--- src/rtl/pipe_hazard_ctrl_pkg.sv ---
// Shared encodings for the hazard controller: halt FSM states and forward-select codes.
// Latency: n/a (types and constants only).
// Backpressure: n/a.
package pipe_hazard_ctrl_pkg;

  // Halt sequencing: RUN -> DRAIN (in-flight instructions retire) -> HALTED.
  typedef enum logic [1:0] {
    RUN    = 2'd0,
    DRAIN  = 2'd1,
    HALTED = 2'd2
  } hz_state_e;

  // Forward-select value meaning "take the operand from the register file".
  localparam int unsigned FWD_RF = 0;

endpackage

--- src/rtl/pipe_hazard_ctrl_if.sv ---
// ID-stage hazard request bundle and the controller's pipeline-control responses.
// Latency: n/a (wiring only).
// Backpressure: stall from the controller holds IF/IF_ID; flush kills IF_ID/ID_EXE.
// Ports: master = pipeline side (drives ID info, consumes controls);
//        slave  = hazard controller (consumes ID info, drives controls).
interface pipe_hazard_ctrl_if #(
  parameter int NSTAGES      = 3,
  parameter int REG_ADDR_LEN = 5
);
  localparam int FW = $clog2(NSTAGES + 1);

  logic                    id_valid;
  logic [REG_ADDR_LEN-1:0] id_rs1;
  logic [REG_ADDR_LEN-1:0] id_rs2;
  logic                    id_rs1_en;
  logic                    id_rs2_en;
  logic [REG_ADDR_LEN-1:0] id_rd;
  logic                    id_rd_en;
  logic                    id_is_load;
  logic                    id_is_halt;
  logic                    exe_br_taken;

  logic                    stall;
  logic                    flush;
  logic [FW-1:0]           fwd_a;
  logic [FW-1:0]           fwd_b;
  logic                    fetch_en;
  logic                    halt;

  modport master (
    output id_valid, id_rs1, id_rs2, id_rs1_en, id_rs2_en, id_rd, id_rd_en,
           id_is_load, id_is_halt, exe_br_taken,
    input  stall, flush, fwd_a, fwd_b, fetch_en, halt
  );

  modport slave (
    input  id_valid, id_rs1, id_rs2, id_rs1_en, id_rs2_en, id_rd, id_rd_en,
           id_is_load, id_is_halt, exe_br_taken,
    output stall, flush, fwd_a, fwd_b, fetch_en, halt
  );
endinterface

--- src/rtl/pipe_hazard_ctrl_scoreboard.sv ---
// Shift-register scoreboard of in-flight destinations (entry 0 = EXE ... NSTAGES-1 = WB).
// Latency: push visible in entry 0 the cycle after; match outputs are combinational.
// Backpressure: none; shifts every cycle, a bubble is pushed as push_vld = 0.
// Ports: clk/rst_n; i_push_* = new entry 0; i_rs*/i_rs*_en = ID sources;
//        o_match_a/b = per-entry source hit; o_load0 = entry 0 is a load.
module pipe_scoreboard #(
  parameter int NSTAGES      = 3,
  parameter int REG_ADDR_LEN = 5
) (
  input  logic                    clk,
  input  logic                    rst_n,
  input  logic                    i_push_vld,
  input  logic [REG_ADDR_LEN-1:0] i_push_rd,
  input  logic                    i_push_load,
  input  logic [REG_ADDR_LEN-1:0] i_rs1,
  input  logic                    i_rs1_en,
  input  logic [REG_ADDR_LEN-1:0] i_rs2,
  input  logic                    i_rs2_en,
  output logic [NSTAGES-1:0]      o_match_a,
  output logic [NSTAGES-1:0]      o_match_b,
  output logic                    o_load0
);
  logic [NSTAGES-1:0]      r_vld;
  logic [NSTAGES-1:0]      r_load;
  logic [REG_ADDR_LEN-1:0] r_rd [NSTAGES];

  always_ff @(posedge clk or negedge rst_n) begin
    if (!rst_n) begin
      r_vld  <= '0;
      r_load <= '0;
      for (int k = 0; k < NSTAGES; k++) r_rd[k] <= '0;
    end else begin
      r_vld  <= {r_vld[NSTAGES-2:0], i_push_vld};
      r_load <= {r_load[NSTAGES-2:0], i_push_load};
      r_rd[0] <= i_push_rd;
      for (int k = 1; k < NSTAGES; k++) r_rd[k] <= r_rd[k-1];
    end
  end

  // r0 is hardwired zero, so it never creates a dependency.
  always_comb begin
    o_match_a = '0;
    o_match_b = '0;
    for (int k = 0; k < NSTAGES; k++) begin
      o_match_a[k] = i_rs1_en && (i_rs1 != '0) && r_vld[k] && (r_rd[k] == i_rs1);
      o_match_b[k] = i_rs2_en && (i_rs2 != '0) && r_vld[k] && (r_rd[k] == i_rs2);
    end
  end

  assign o_load0 = r_load[0];
endmodule

--- src/rtl/pipe_hazard_ctrl.sv ---
// Pipeline hazard controller: RAW stall/forward selection, branch flush, halt drain FSM.
// Latency: stall/flush/fwd combinational (0 cycles); fetch_en drops 1 cycle after HALT issues.
// Backpressure: stall holds IF/IF_ID and bubbles ID_EXE; flush overrides stall.
// Ports: clk, rst_n (async active-low); hz = slave side of pipe_hazard_ctrl_if.
module pipe_hazard_ctrl
  import pipe_hazard_ctrl_pkg::*;
#(
  parameter int NSTAGES      = 3,
  parameter int REG_ADDR_LEN = 5,
  parameter int FWD_EN       = 1
) (
  input  logic              clk,
  input  logic              rst_n,
  pipe_hazard_ctrl_if.slave hz
);
  localparam int FW = $clog2(NSTAGES + 1);

  hz_state_e          r_state, w_state_nxt;
  logic [FW-1:0]      r_cnt, w_cnt_nxt;
  logic [NSTAGES-1:0] w_match_a, w_match_b;
  logic               w_load0;
  logic               w_run, w_halted, w_flush, w_stall, w_push;
  logic [FW-1:0]      w_fwd_a, w_fwd_b;

  assign w_run    = (r_state == RUN);
  assign w_halted = (r_state == HALTED);

  // Branches are only legal while running; rst_n gating keeps flush low in reset.
  assign w_flush = rst_n & w_run & hz.exe_br_taken;

  always_comb begin
    w_stall = 1'b0;
    if (FWD_EN == 0)
      w_stall = hz.id_valid & ((|w_match_a) | (|w_match_b));
    else
      // Only a load one stage ahead cannot be forwarded in time.
      w_stall = hz.id_valid & w_load0 & (w_match_a[0] | w_match_b[0]);
    if (w_flush || w_halted) w_stall = 1'b0;
  end

  // Walk oldest to youngest so the youngest producer wins.
  always_comb begin
    w_fwd_a = FW'(FWD_RF);
    w_fwd_b = FW'(FWD_RF);
    if (FWD_EN != 0) begin
      for (int k = NSTAGES - 1; k >= 0; k--) begin
        if (w_match_a[k]) w_fwd_a = FW'(k + 1);
        if (w_match_b[k]) w_fwd_b = FW'(k + 1);
      end
    end
  end

  assign w_push = hz.id_valid & hz.id_rd_en & (hz.id_rd != '0)
                & ~w_stall & ~w_flush & ~w_halted;

  pipe_scoreboard #(
    .NSTAGES      (NSTAGES),
    .REG_ADDR_LEN (REG_ADDR_LEN)
  ) u_sb (
    .clk         (clk),
    .rst_n       (rst_n),
    .i_push_vld  (w_push),
    .i_push_rd   (hz.id_rd),
    .i_push_load (hz.id_is_load),
    .i_rs1       (hz.id_rs1),
    .i_rs1_en    (hz.id_rs1_en),
    .i_rs2       (hz.id_rs2),
    .i_rs2_en    (hz.id_rs2_en),
    .o_match_a   (w_match_a),
    .o_match_b   (w_match_b),
    .o_load0     (w_load0)
  );

  always_ff @(posedge clk or negedge rst_n) begin
    if (!rst_n) begin
      r_state <= RUN;
      r_cnt   <= '0;
    end else begin
      r_state <= w_state_nxt;
      r_cnt   <= w_cnt_nxt;
    end
  end

  // The drain counter is loaded as the HALT leaves ID, so HALTED is reached
  // NSTAGES+1 cycles after issue, once the HALT has passed WB.
  always_comb begin
    w_state_nxt = r_state;
    w_cnt_nxt   = r_cnt;
    case (r_state)
      RUN: begin
        if (hz.id_valid && hz.id_is_halt && !w_stall && !w_flush) begin
          w_state_nxt = DRAIN;
          w_cnt_nxt   = FW'(NSTAGES);
        end
      end
      DRAIN: begin
        if (r_cnt == FW'(1)) begin
          w_state_nxt = HALTED;
          w_cnt_nxt   = '0;
        end else begin
          w_cnt_nxt = r_cnt - FW'(1);
        end
      end
      default: w_state_nxt = r_state;
    endcase
  end

  assign hz.stall    = w_stall;
  assign hz.flush    = w_flush;
  assign hz.fwd_a    = w_fwd_a;
  assign hz.fwd_b    = w_fwd_b;
  assign hz.fetch_en = w_run;
  assign hz.halt     = w_halted;

  // A taken branch cannot exist behind a HALT that has already issued.
  a_no_br_after_halt: assert property (@(posedge clk) disable iff (!rst_n)
    !(hz.exe_br_taken && !w_run));
endmodule

--- src/flat_wrapper.sv ---
// flat-port wrapper written by rule: the top's interface ports become plain ports
module pipe_hazard_ctrl_flat import pipe_hazard_ctrl_pkg::*;
#(
  parameter int NSTAGES      = 3,
  parameter int REG_ADDR_LEN = 5,
  parameter int FWD_EN       = 1
)
  (clk, rst_n, hz_id_valid, hz_id_rs1, hz_id_rs2, hz_id_rs1_en, hz_id_rs2_en, hz_id_rd, hz_id_rd_en, hz_id_is_load, hz_id_is_halt, hz_exe_br_taken, hz_stall, hz_flush, hz_fwd_a, hz_fwd_b, hz_fetch_en, hz_halt);
  pipe_hazard_ctrl_if #(.NSTAGES(NSTAGES), .REG_ADDR_LEN(REG_ADDR_LEN)) hz_i ();
  input  logic clk;
  input  logic rst_n;
  input wire logic [$bits(hz_i.id_valid)-1:0] hz_id_valid;
  input wire logic [$bits(hz_i.id_rs1)-1:0] hz_id_rs1;
  input wire logic [$bits(hz_i.id_rs2)-1:0] hz_id_rs2;
  input wire logic [$bits(hz_i.id_rs1_en)-1:0] hz_id_rs1_en;
  input wire logic [$bits(hz_i.id_rs2_en)-1:0] hz_id_rs2_en;
  input wire logic [$bits(hz_i.id_rd)-1:0] hz_id_rd;
  input wire logic [$bits(hz_i.id_rd_en)-1:0] hz_id_rd_en;
  input wire logic [$bits(hz_i.id_is_load)-1:0] hz_id_is_load;
  input wire logic [$bits(hz_i.id_is_halt)-1:0] hz_id_is_halt;
  input wire logic [$bits(hz_i.exe_br_taken)-1:0] hz_exe_br_taken;
  output wire logic [$bits(hz_i.stall)-1:0] hz_stall;
  output wire logic [$bits(hz_i.flush)-1:0] hz_flush;
  output wire logic [$bits(hz_i.fwd_a)-1:0] hz_fwd_a;
  output wire logic [$bits(hz_i.fwd_b)-1:0] hz_fwd_b;
  output wire logic [$bits(hz_i.fetch_en)-1:0] hz_fetch_en;
  output wire logic [$bits(hz_i.halt)-1:0] hz_halt;
  assign hz_i.id_valid = hz_id_valid;
  assign hz_i.id_rs1 = hz_id_rs1;
  assign hz_i.id_rs2 = hz_id_rs2;
  assign hz_i.id_rs1_en = hz_id_rs1_en;
  assign hz_i.id_rs2_en = hz_id_rs2_en;
  assign hz_i.id_rd = hz_id_rd;
  assign hz_i.id_rd_en = hz_id_rd_en;
  assign hz_i.id_is_load = hz_id_is_load;
  assign hz_i.id_is_halt = hz_id_is_halt;
  assign hz_i.exe_br_taken = hz_exe_br_taken;
  assign hz_stall = hz_i.stall;
  assign hz_flush = hz_i.flush;
  assign hz_fwd_a = hz_i.fwd_a;
  assign hz_fwd_b = hz_i.fwd_b;
  assign hz_fetch_en = hz_i.fetch_en;
  assign hz_halt = hz_i.halt;
  pipe_hazard_ctrl #(.NSTAGES(NSTAGES), .REG_ADDR_LEN(REG_ADDR_LEN), .FWD_EN(FWD_EN)) u_core (.clk(clk), .rst_n(rst_n), .hz(hz_i));
endmodule
--- config.mk ---
export PLATFORM = sky130hd
export DESIGN_NAME = pipe_hazard_ctrl_flat
export DESIGN_NICKNAME = d
export VERILOG_FILES = /design/src/rtl/pipe_hazard_ctrl_pkg.sv /design/src/rtl/pipe_hazard_ctrl_if.sv /design/src/rtl/pipe_hazard_ctrl_scoreboard.sv /design/src/rtl/pipe_hazard_ctrl.sv /design/src/flat_wrapper.sv
export SDC_FILE = /design/constraint.sdc
export NUM_CORES = 1
export LEC_CHECK = 0
export CAP_MARGIN = 5
export CORE_MARGIN = 2
export CORE_UTILIZATION = 30
export DETAILED_ROUTE_END_ITERATION = 6
export MAX_ROUTING_LAYER = met4
export PLACE_DENSITY = 0.57
export SLEW_MARGIN = 15
export SYNTH_ARGS = -nofsm -noshare
export SYNTH_HDL_FRONTEND = slang
export SYNTH_HIERARCHICAL = 1
export SYNTH_SLANG_ARGS = --single-unit
export TNS_END_PERCENT = 30
--- constraint.sdc ---
create_clock -name clk -period 1.6 [get_ports clk]
set_input_delay 0.32 -clock clk [delete_from_list [all_inputs] [get_ports clk]]
set_output_delay 0.32 -clock clk [all_outputs]
set_load 0.005 [all_outputs]
==> metrics.md, run 1 <==
| Metric | Value |
|---|---|
| Status | `finished, violations left` |
| Failing checks | `negative setup slack` |
| Synth warnings | `6` |
| Post-CTS Hold Buffers | `0` |
| Final HPWL DP | `2170 microns` |
| Wire per inst | `12.7 microns` |
| Compound-cell area share of the yosys netlist | `8.08%` |
| Peak VDD IR | `0.405 mV` |
| Synth top area cells | `dfrtp_1 50%, xnor2_1 23%, nand4_1 3.8%` |
| Drt via density | `4.59` |
| RSZ-0062 raised after global routing | `yes` |
| Sink Count | `23` |
| Total wire length | `2680 microns` |
| Core ar. | `3660 sq um` |
| First-pass GRT wire length | `4630 microns` |
| Number of global-route vias before repair | `1070` |
| Synth Flop Type | `dfrtp_1` |
| Syn Inst Count | `108` |
| Synth top area share | `50.2%` |
| Slew @ Worst Pin | `0.278 ns` |
| Synth Area in XOR/XNOR | `22.9%` |
| Period minus WS final | `1.93 ns` |
| Final estimated routing congestion in global placement | `0.745` |
| Data arrival, critical path | `1.61 ns` |
| DRC | `0` |
| ANT nets after route | `0` |
| Mapped Area | `1150 sq um` |
| Worst-path maximum fanout | `3` |
| Number of synthesized flops with an enable pin | `0` |
| Port Buffers | `31` |
| Sequential share of the synthesized area | `50.2%` |
| # setup viols final | `8` |
| CTS tree | `done` |
| Die X-Extent | `65.8 microns` |
| Slew margin rel. | `81.5%` |
| Crit path capture type | `output pin` |
| Syn Area/Cell | `10.6 sq um` |
| Mapped Nets | `133` |
| TNS Setup | `-1.67 ns` |
| Clk_skew | `0.000974 ns` |
| Via count | `968` |
| Flops & latches, synth | `23` |
| Largest net degree at the start of global routing | `20` |
| Crit path kind | `input port to output pin` |
| Global route total overflow | `0` |
| Synth top cells by count | `30 x xnor2_1, 23 x dfrtp_1, 9 x nand2_1` |
| DR pass1 iterations | `3` |
| Worst skew pair latency | `0.26 ns` |
| DIE HEIGHT | `65.8 microns` |
| Core Rows | `22` |
| Leakage | `0.737 nW` |
| Antenna violations before repair | `0` |
| Post-Synth Simple-Gate Area | `16.4%` |
| Diode count | `0` |
| Final nets | `189` |
| CTS buffer count | `3` |
| Clk root buf | `clkbuf_8` |
| Full die area | `4330 sq um` |
| Synth async-reset ratio | `100%` |
| Post-Synth Adder-Cell Area | `1.09%` |
| Hold crit path type | `input port to asynchronous set/reset pin` |
| Ports | `32` |
| Clk pin slew, worst setup/hold paths | `0.07 ns` |
| Layout cells sized above 1 | `31.3%` |
| PD cells | `680 nW/um^2` |
| Max Cap Viol | `0` |
| Cell with the most instances after synthesis | `xnor2_1` |
| Largest family of logic cells by synthesized area | `XOR/XNOR gates` |
| DRT iter0 DRCs | `20` |
| H-tree depth | `1` |
| Setup ws final | `-0.330 ns` |
| GRT Total Usage | `14.7%` |
| Max Root-Sink Buffers | `2` |
| Slew Limit Fails | `0` |
| Post-synthesis mux area share | `0%` |
| Final Hold Viols | `0` |
| Effective utilization at floorplan | `31.3%` |
| Finished Core Util | `47.7%` |
| Layout area overhead | `52.3%` |
| Startpoint class of the critical path | `input port` |
| Netlist cell types | `20` |
| Critical Path RT | `1.28 ns` |
| Worst hold slack | `0.174 ns` |
| Period utilization | `121%` |
| Fmax | `518 MHz` |
| Dpl ws | `-1.03 ns` |
| Biggest area consumer among synthesized cells | `dfrtp_1` |
per-stage QoR:
| step | power, W | cell area, sq um | instances |
|---|---|---|---|
| 2_1_floorplan | 0.000709 | 1160 | 108 |
| 3_3_place_gp | 0.000839 | 1670 | 205 |
| 3_5_place_dp | 0.000843 | 1670 | 205 |
| 4_1_cts | 0.00120 | 1720 | 210 |
| 5_1_grt | 0.00126 | 1750 | 211 |
| 6_report | 0.00119 | 1750 | 211 |
area by class of cell:
class | count | area, sq um
fill | 372 | 1920
multi-input combinational | 81 | 638
sequential | 23 | 576
timing repair buffer | 51 | 412
tap | 48 | 60.1
clock buffer | 4 | 45.0
inverter | 4 | 15.0
cells by family after synthesis:
family                     after synthesis
and+or+nand+nor                         37
xor gates and xnor gates                30
buffers and inverters                    4
DFF                                     23
adders and majority gates                1
AOI/OAI and AO/OA                       13
registers in the layout, indices dropped and copies added (netlist names):
name                flops
u_core/r_cnt            2
u_core/r_state          2
u_core/u_sb/r_load      1
u_core/u_sb/r_rd       15
u_core/u_sb/r_vld       3
path summary, 6_finish.rpt:
| check | startpoint | to | slack, ns | cells past startpoint |
|---|---|---|---|---|
| setup / recovery | hz_id_rs1[1] | hz_fwd_a[0] | -0.33 | 7 |
| hold / removal | rst_n | u_core/r_cnt[1]$_DFFE_PN0P_ | 0.17 | 2 |
| setup reg to reg | u_core/u_sb/r_rd[13]$_DFF_PN0_ | u_core/r_cnt[1]$_DFFE_PN0P_ | -0.04 | 7 |
| hold reg to reg | u_core/u_sb/r_vld[1]$_DFF_PN0_ | u_core/u_sb/r_vld[2]$_DFF_PN0_ | 0.41 | 0 |
| max in group asynchronous | rst_n | u_core/u_sb/r_rd[0]$_DFF_PN0_ | 1.14 | 2 |
| min in group clk | u_core/u_sb/r_vld[1]$_DFF_PN0_ | u_core/u_sb/r_vld[2]$_DFF_PN0_ | 0.41 | 0 |
layout by cell type, fill, tap and decap left out:
cell	count
buf_4	18
a21o_1	3
dlygate4sd2_1	4
and2_1	1
xnor2_1	29
dfrtp_1	23
buf_2	10
clkbuf_1	1
nor3_4	3
nor3_2	3
nand2_1	9
o21ai_0	2
or4_4	3
clkbuf_2	1
nor3_1	1
a21oi_1	2
clkbuf_8	3
ha_1	1
o211ai_2	1
o211ai_1	1
o21a_1	1
o21ai_2	1
clkdlybuf4s15_1	1
nor2_1	8
inv_1	4
buf_6	5
clkdlybuf4s50_1	12
xnor2_2	1
o21ai_4	2
nand4_1	7
nor2b_1	2
critical path, cell delays in order:
cell and delay [ns]:
buf_6 0.09, or4_4 0.54, o21ai_4 0.21, buf_6 0.13, nor3_4 0.03, a21o_1 0.16
buf_2 0.12
timing repair:
| item | in CTS | in global routing |
|---|---|---|
| setup endpoints to repair | 12 | 11 |
| pin swaps | 20 | 14 |
| buffers inserted | 1 | 1 |
| resized for setup | 72 | 6 |
routing by layer:
layer	track usage [%]	part of all wire [%]	up-vias
met1	17.5	43	462
met2	25.0	50	26
met4	5.47	1.3	0
met3	2.56	5.5	4
met5	-	0	-
li1	-	-	476
power breakdown:
group | internal [W] | switching, W | leakage, nW
clock | 0.000178 | 0.000172 | 0.0228
sequential | 0.000602 | 0.0000216 | 0.279
combinational | 0.000129 | 0.0000851 | 0.436
total | 0.000908 | 0.000279 | 0.737
Power figures use the tool's default switching activity.
==> inputs of run 2 (changes only) <==
--- a/config.mk
+++ b/config.mk
@@ -11,6 +11,7 @@
 export DETAILED_ROUTE_END_ITERATION = 6
 export MAX_ROUTING_LAYER = met4
 export PLACE_DENSITY = 0.57
+export RECOVER_POWER = 100
 export SLEW_MARGIN = 15
 export SYNTH_ARGS = -nofsm -noshare
 export SYNTH_HDL_FRONTEND = slang
==> run 2 against run 1 <==
The run still ends with negative setup slack left. Critical path depth stayed put. Sequential cell count stayed put. Wire length is 0.37% higher. Via count stayed put. Critical path type unchanged. Critical endpoint unchanged. Largest cell class unchanged. Largest power group unchanged.
==> metrics.md, run 2 (synthesis gave the netlist of run 1 again) <==
| Metric | Value |
|---|---|
| Setup ws final | `-0.330 ns` |
| Number of global-route vias before repair | `1070` |
| Final estimated routing congestion in global placement | `0.745` |
| Crit path capture type | `output pin` |
| CTS tree | `done` |
| First-pass GRT wire length | `4630 microns` |
| Ports | `32` |
| Commonest cells after routing, fill and taps aside | `29 x xnor2_1, 23 x dfrtp_1, 15 x buf_4` |
| Die X-Extent | `65.8 microns` |
| Status | `finished, violations left` |
| H-tree depth | `1` |
| Clk root buf | `clkbuf_8` |
| Crit path kind | `input port to output pin` |
| Period utilization | `121%` |
| Full die area | `4330 sq um` |
| Post-Place Cells | `205` |
| Post-CTS Hold Buffers | `0` |
| Slew Limit Fails | `0` |
| Failing checks | `negative setup slack` |
| Commonest non-fill, non-tap cell in the layout | `xnor2_1` |
| Clk_skew | `0.00118 ns` |
| Max Cap Viol | `0` |
| Final HPWL DP | `2170 microns` |
| Slew margin rel. | `30.7%` |
| Post-route cell area | `1740 sq um` |
| DIE HEIGHT | `65.8 microns` |
| ANT nets after route | `0` |
| Clk pin slew, worst setup/hold paths | `0.07 ns` |
| Effective utilization at floorplan | `31.3%` |
| Largest registers | `u_core/u_sb/r_rd (15), u_core/u_sb/r_vld (3)` |
| DRC | `0` |
| Critical Path RT | `1.28 ns` |
| Via count | `968` |
| GRT Total Usage | `14.7%` |
| Placed cell area | `1670 sq um` |
| Slew @ Worst Pin | `1.04 ns` |
| Diode count | `0` |
| Max FFs per register | `15` |
| CTS buffer count | `3` |
| Worst-path maximum fanout | `3` |
| Largest net degree at the start of global routing | `20` |
| Period minus WS final | `1.93 ns` |
| Antenna violations before repair | `0` |
| Layout cells sized above 1 | `30.1%` |
| Core Rows | `22` |
| PD cells | `680 nW/um^2` |
| Post-Layout Cell Count | `211` |
| Final nets | `189` |
| Worst hold slack | `0.192 ns` |
| Data arrival, critical path | `1.61 ns` |
| Total wire length | `2690 microns` |
| Register area | `576 sq um` |
| Dpl ws | `-1.03 ns` |
| Final Hold Viols | `0` |
| RSZ-0062 raised after global routing | `yes` |
| Worst skew pair latency | `0.26 ns` |
| Layout area overhead | `51.6%` |
| DR pass1 iterations | `3` |
| # fillers | `372` |
| Sink Count | `23` |
| DRT iter0 DRCs | `20` |
| Leakage | `0.732 nW` |
| Startpoint class of the critical path | `input port` |
| Max Root-Sink Buffers | `2` |
| Top reg by flops | `u_core/u_sb/r_rd` |
| Finished Core Util | `47.5%` |
| # setup viols final | `8` |
| Area of the multi-input gates | `638 sq um` |
| Core ar. | `3660 sq um` |
| Wire per inst | `12.7 microns` |
| Peak VDD IR | `0.401 mV` |
| Hold crit path type | `input port to asynchronous set/reset pin` |
| Drt via density | `4.59` |
| Global route total overflow | `0` |
| Fmax | `518 MHz` |
| Port Buffers | `31` |
-- run 2: cell count changes in the layout (fill, tap and decap cells not counted), sizes merged --
cell	before	now
buf	33	30
clkdlybuf4s50	12	6
clkbuf	5	8
dlygate4sd3	0	6
-- run 2: path summary, 6_finish.rpt --
check                                          startpoint                             end  slack [ns]  cells past startpoint
hold / removal                                      rst_n     u_core/r_cnt[1]$_DFFE_PN0P_        0.19                      2
hold reg to reg            u_core/u_sb/r_vld[1]$_DFF_PN0_  u_core/u_sb/r_vld[2]$_DFF_PN0_        0.41                      0
max in group asynchronous                           rst_n   u_core/u_sb/r_rd[0]$_DFF_PN0_        0.44                      2
min in group clk           u_core/u_sb/r_vld[1]$_DFF_PN0_  u_core/u_sb/r_vld[2]$_DFF_PN0_        0.41                      0
setup / recovery                             hz_id_rs1[1]                     hz_fwd_a[0]       -0.33                      7
setup reg to reg           u_core/u_sb/r_rd[13]$_DFF_PN0_     u_core/r_cnt[1]$_DFFE_PN0P_       -0.04                      7
-- run 2: timing repair --
action / 4_1_cts / 5_1_grt
pin swaps: 20 / 14
setup buffers: 1 / 1
gates resized for setup: 72 / 6
endpoints found under the setup margin: 12 / 11
gates cloned: 0 / 0
-- run 2: through the flow --
stage	setup TNS (ns)	power, W
global placement	-7.70	0.000839
global route	-2.45	0.00126
CTS	-1.73	0.00120
floorplan	-0.213	0.000709
finish	-1.69	0.00118
detailed placement	-8.13	0.000843
-- run 2: area by class of cell --
class                           instances  share of cell area (%)
Clock buffer                            4                    2.59
Inverter                                4                   0.864
Multi-Input combinational cell         81                    36.7
Sequential cell                        23                    33.1
Tap cell                               48                    3.46
Timing Repair Buffer                   51                    23.3
-- run 2: power breakdown --
part           switching, W  internal, W
Combinational     0.0000852     0.000123
Clock              0.000172     0.000178
Sequential        0.0000215     0.000602
-- run 2: worst max-delay path, stage by stage --
cell and delay, ns:
buf_6 0.09, or4_4 0.54, o21ai_4 0.21, buf_6 0.13, nor3_4 0.03, a21o_1 0.16, buf_2 0.12
-- run 2: metal layers --
| metal | share of wire, % | track usage [%] | wire length [microns] |
|---|---|---|---|
| met1 | 44 | 17.5 | 1170 |
| met2 | 50 | 25.0 | 1340 |
| met3 | 5.5 | 2.56 | 147 |
| met4 | 1.3 | 5.47 | 34 |
| met5 | 0 | - | 0 |
